## src/rtl/newton_step_invsqrt.sv

```systemverilog
// Newton-Raphson refinement of a fast inverse-square-root estimate:
// y <- y*(c - h*y*y), ITER passes through one shared FP32 multiplier and subtractor.
//
// state  | meaning
// IDLE   | waiting for an operand triple, in_ready high
// MUL_YY | t <- y*y
// MUL_HT | t <- h*t
// SUB    | t <- c-t
// MUL_YT | y <- y*t, loop or finish
// DONE   | result presented until out_ready
module newton_step_invsqrt #(
    parameter int ITER = 1
) (
    input  logic        clk,
    input  logic        rst,
    input  logic        in_valid,
    output logic        in_ready,
    input  logic [31:0] y0_in,
    input  logic [31:0] half_x_in,
    input  logic [31:0] three_half_in,
    output logic        out_valid,
    input  logic        out_ready,
    output logic [31:0] y_out
);

    typedef enum logic [2:0] {
        IDLE   = 3'd0,
        MUL_YY = 3'd1,
        MUL_HT = 3'd2,
        SUB    = 3'd3,
        MUL_YT = 3'd4,
        DONE   = 3'd5
    } state_t;

    localparam logic [1:0] LAST = 2'(ITER - 1);

    state_t      state, state_nxt;
    logic [31:0] y, h, c, t;
    logic [1:0]  cnt;
    logic [31:0] mul_a, mul_b, mul_p, sub_r;

    // Truncating FP32 multiply; denormal inputs and underflow give +0.
    function automatic logic [31:0] fp_mul(input logic [31:0] a, input logic [31:0] b);
        logic [24:0]       hi;
        logic signed [9:0] e;
        logic [22:0]       man;
        logic [31:0]       r;
        hi = 25'((48'({1'b1, a[22:0]}) * 48'({1'b1, b[22:0]})) >> 23);
        e  = $signed({2'b00, a[30:23]}) + $signed({2'b00, b[30:23]}) - 10'sd127;
        if (hi[24]) begin
            man = hi[23:1];
            e   = e + 10'sd1;
        end else begin
            man = hi[22:0];
        end
        if (a[30:23] == 8'd0 || b[30:23] == 8'd0 || e <= 10'sd0)
            r = 32'h0000_0000;
        else if (e >= 10'sd255)
            r = 32'h7F7F_FFFF;
        else
            r = {a[31] ^ b[31], e[7:0], man};
        return r;
    endfunction

    function automatic logic [4:0] lzc24(input logic [23:0] m);
        logic [4:0] n;
        logic       found;
        n     = 5'd0;
        found = 1'b0;
        for (int i = 23; i >= 0; i--) begin
            if (!found) begin
                if (m[i]) found = 1'b1;
                else      n = n + 5'd1;
            end
        end
        return n;
    endfunction

    // Truncating FP32 a-b by sign-magnitude add; zero-exponent operands count as 0.
    function automatic logic [31:0] fp_sub(input logic [31:0] a, input logic [31:0] b);
        logic              sa, sb, sl, ss;
        logic [23:0]       ma, mb, ml, ms, ms_al;
        logic [7:0]        el, es, sh;
        logic [24:0]       mag;
        logic [4:0]        lz;
        logic signed [9:0] e;
        logic [22:0]       man;
        logic [31:0]       r;
        sa = a[31];
        sb = ~b[31];
        ma = (a[30:23] == 8'd0) ? 24'd0 : {1'b1, a[22:0]};
        mb = (b[30:23] == 8'd0) ? 24'd0 : {1'b1, b[22:0]};
        if ({a[30:23], ma} >= {b[30:23], mb}) begin
            el = a[30:23]; ml = ma; sl = sa;
            es = b[30:23]; ms = mb; ss = sb;
        end else begin
            el = b[30:23]; ml = mb; sl = sb;
            es = a[30:23]; ms = ma; ss = sa;
        end
        sh    = el - es;
        ms_al = (sh >= 8'd25) ? 24'd0 : (ms >> sh);
        if (sl == ss) mag = {1'b0, ml} + {1'b0, ms_al};
        else          mag = {1'b0, ml - ms_al};
        lz = lzc24(mag[23:0]);
        if (mag[24]) begin
            man = mag[23:1];
            e   = $signed({2'b00, el}) + 10'sd1;
        end else begin
            man = 23'(mag[22:0] << lz);
            e   = $signed({2'b00, el}) - $signed({5'b00000, lz});
        end
        if (mag == 25'd0 || e <= 10'sd0)
            r = 32'h0000_0000;
        else if (e >= 10'sd255)
            r = {sl, 31'h7F7F_FFFF};
        else
            r = {sl, e[7:0], man};
        return r;
    endfunction

    always_comb begin
        mul_a = y;
        mul_b = y;
        case (state)
            MUL_HT: begin
                mul_a = h;
                mul_b = t;
            end
            MUL_YT: mul_b = t;
            default: ;
        endcase
    end

    assign mul_p = fp_mul(mul_a, mul_b);
    assign sub_r = fp_sub(c, t);

    always_ff @(posedge clk or negedge rst) begin
        if (!rst) state <= IDLE;
        else      state <= state_nxt;
    end

    always_comb begin
        state_nxt = state;
        case (state)
            IDLE:    if (in_valid) state_nxt = MUL_YY;
            MUL_YY:  state_nxt = MUL_HT;
            MUL_HT:  state_nxt = SUB;
            SUB:     state_nxt = MUL_YT;
            MUL_YT:  state_nxt = (cnt == LAST) ? DONE : MUL_YY;
            DONE:    if (out_ready) state_nxt = IDLE;
            default: state_nxt = IDLE;
        endcase
    end

    always_comb begin
        in_ready  = (state == IDLE);
        out_valid = (state == DONE);
        y_out     = (state == DONE) ? y : 32'h0000_0000;
    end

    always_ff @(posedge clk or negedge rst) begin
        if (!rst) begin
            y   <= 32'h0;
            h   <= 32'h0;
            c   <= 32'h0;
            t   <= 32'h0;
            cnt <= 2'd0;
        end else begin
            case (state)
                IDLE: begin
                    if (in_valid) begin
                        y   <= y0_in;
                        h   <= half_x_in;
                        c   <= three_half_in;
                        cnt <= 2'd0;
                    end
                end
                MUL_YY, MUL_HT: t <= mul_p;
                SUB:            t <= sub_r;
                MUL_YT: begin
                    y <= mul_p;
                    if (cnt != LAST) cnt <= cnt + 2'd1;
                end
                default: ;
            endcase
        end
    end

endmodule

```

## config.mk

```make
export PLATFORM = sky130hd
export DESIGN_NAME = newton_step_invsqrt
export DESIGN_NICKNAME = d
export VERILOG_FILES = /design/src/rtl/newton_step_invsqrt.sv
export SDC_FILE = /design/constraint.sdc
export NUM_CORES = 2
export LEC_CHECK = 0
export BUFFER_PORTS_ARGS = -buffer_cell sky130_fd_sc_hd__buf_2
export CORE_MARGIN = 2
export CORE_UTILIZATION = 35
export CTS_CLUSTER_DIAMETER = 120
export DETAILED_ROUTE_END_ITERATION = 8
export PLACE_DENSITY = 0.62
export SKIP_CTS_REPAIR_TIMING = 1
export SYNTH_ARGS = -nofsm -noshare
export SYNTH_HDL_FRONTEND = slang
export SYNTH_SLANG_ARGS = --single-unit
```

## constraint.sdc

```tcl
create_clock -name clk -period 39.6 [get_ports clk]
set_input_delay 11.88 -clock clk [delete_from_list [all_inputs] [get_ports clk]]
set_output_delay 11.88 -clock clk [all_outputs]
set_load 0.02 [all_outputs]
```

==> results.yml <==
run_status:
  status: "completed"
worst_setup_path:
  r2r-end: "t[3]"
  rrSetupSlack_ns: 14.31
  crit_path_max_incr_delay_ns: 0.76
  crit_type: "register to register"
  cp.arrival_ns: 25.68
  timing.rr.start: "c[28]"
  cp_num_buf_inv: 8
  cpMostUsedCell: "ha_1"
  crit_fanout: 33
  cp-start-kind: "register"
  endpoint_kind: "register"
  crit_family: "compound AO/OA/AOI/OAI gates"
  reg2reg_depth: 105
  required_ns: 39.99
  worst_path_max_delay_cell: "nor2_1"
grt:
  first_global_vias: 31860
  grt_usage_pct: 24.20
  overflow: 0
  antenna_found_initial: 9
  grt_pass1_wl_mm: 193.1
  grt_max_degree: 96
drt:
  wl_mm: 124.1
  drtIter0Drc: 3232
  drt.antenna.violating_nets: 0
  viasPerCell: 5.654
  drt-pass1-iter-count: 6
  wl_per_cell_um: 21.80
  via_count: 32190
  drc: 0
floorplanning:
  core_area_um2: 100000
  num_io_pins: 134
  dieWidth_um: 321.7
  dieArea_um2: 103500
  die_h_um: 321.7
  start_util_pct: 35.32
  row_count: 116
clocking:
  clockBufferDepth: 2
  insertion_delay_ns: 0.50
  cts_buffers: 17
  cts-root-buf: "clkbuf_16"
  cts_tree: "built"
  cts_max_level: 4
  cts.sinks: 133
  clk_pin_slew_ns: 0.07
sta:
  setup_tns_ns: 0
  hold_viol: 0
  setup_violations: 0
  drv_slew: 0
  relSlewSlack_pct: 5.827
  setup_slack_ns: 14.31
  worst_pin_slew_ns: 1.398
  fin_skew_ns: 0.02516
  rsz0062_at_grt: "no"
  timing.final.crit_share_pct: 63.86
  fmax_mhz: 39.54
  fin_crit_ns: 25.29
layout:
  final_area_um2: 38010
  seq_area_um2: 3328
  fillCellCount: 10270
  nNetsFinal: 5254
  area_growth_pct: 7.614
  drive_above_1_share_pct: 9.799
  multi_input_area_um2: 28680
logic_synthesis:
  yosysUniqueCellTypes: 104
  async_reset_ff_share_pct: 100.0
  ys_ff_latch: 133
  synth_fp_nets: 5248
  synthFlopType: "dfrtp_1"
  ys_seq_area_share_pct: 9.424
  synth-edff-count: 0
  syn_inst: 4369
  synthesis.area_um2: 35320
  ys_warn_count: 0
  syn_area_per_cell_um2: 8.083
placed_design:
  placed_area_um2: 37370
  place_ws_ns: 14.95
  dp_hpwl_mm: 101.7
  io_buffers: 133
  place_congestion: 0.9583
worst_hold_path:
  worstHoldPathCells: 1
  min_to: "h[27]"
  hold_path.class: "register to register"
  hold_start: "h[27]"
job:
  max-cap-violations: 0
## final cells by class
cell class,instances,area share (%)
antenna,7,0.04609
clock buffer,17,1.119
clock inverter,15,0.4938
inverter,689,6.805
multi-input combinational,3337,75.47
sequential,133,8.757
tap,1298,4.273
timing repair buffer,197,3.032
## kinds of logic (layout without fill, tap and decap cells)
kind of cell | after synthesis | in the layout | share of synthesized area, %
buffers and inverters | 899 | 918 | 9.707
adders and majority gates | 783 | 783 | 38.03
xor gates and xnor gates | 113 | 113 | 3.139
and+or+nand+nor | 1438 | 1438 | 18.06
other | 0 | 7 | 0
DFF | 133 | 133 | 9.424
muxes | 215 | 215 | 6.590
AOI/OAI and AO/OA | 788 | 788 | 15.05
## how the worst max path moves through the flow
stage                      from  endpoint  slack, ns  depth (start not counted)
after global routing      c[28]      t[3]      12.37                        103
final                     c[28]      t[3]      14.31                        105
after CTS                 c[28]      t[3]      14.78                        105
after floorplan           t[26]     t[20]      18.57                        110
after global placement    c[28]      t[3]      15.53                        105
after detailed placement  c[28]      t[3]      14.95                        105
## placed cells by master (no fill, tap or decap), types with 64 or more instances in the layout
cell	netlist	routed
buf_2	16	132
ha_1	294	294
nand2_1	596	596
xnor2_1	77	72
inv_1	679	679
mux2_2	120	120
and2_1	71	70
dfrtp_1	133	133
nand3_1	78	78
mux2i_1	93	83
buf_4	3	64
nor2_1	426	424
a21oi_1	170	170
fa_1	485	485
o21ai_0	183	183
## layer usage
metal,wire [um],up-vias,GRT usage (%)
met3,10830,210,4.609
met1,53570,16160,33.13
met4,4694,6,8.744
met5,40,-,0
li1,-,14430,-
met2,55000,1385,37.93
## cell usage after synthesis (19+ instances only)
cell type,count,area share [%]
inv_1,679,7.2
nand2_1,596,6.3
fa_1,485,27
nor2_1,426,4.5
ha_1,294,10
o21ai_0,183,2.6
a21oi_1,170,2.4
clkbuf_1,164,1.7
dfrtp_1,133,9.4
mux2_2,120,3.8
mux2i_1,93,2.6
nand3_1,78,1.1
xnor2_1,77,1.9
and2_1,71,1.3
nor3_1,61,0.86
a21o_1,50,1.1
a211oi_1,41,0.87
nand2b_1,35,0.62
nor2b_1,32,0.57
a222oi_1,28,0.79
o211ai_1,28,0.60
xor2_1,27,0.67
buf_1,24,0.26
nand4_1,23,0.41
o21a_1,23,0.49
a31oi_1,21,0.37
or2_2,19,0.34
## flip-flops by register name, summed over array words and instances, names as in the netlist
register and cells:
cnt 2, c 32, state 3, t 32, h 32, y 32
## metrics by stage
| step | hold WS, ns | utilization [%] | instances |
|---|---|---|---|
| global route | 0.5211 | 37.99 | 5687 |
| CTS | 0.5097 | 37.99 | 5686 |
| detailed placement | 0.4908 | 37.37 | 5654 |
| global placement | 0.4857 | 37.37 | 5654 |
| floorplan | 0.4659 | - | 4369 |
| finish | 0.5059 | 38.00 | 5693 |
Power is left out: the tool's default activity adds up to more than one toggle a clock period on the data nets, which glitch-free logic cannot reach.
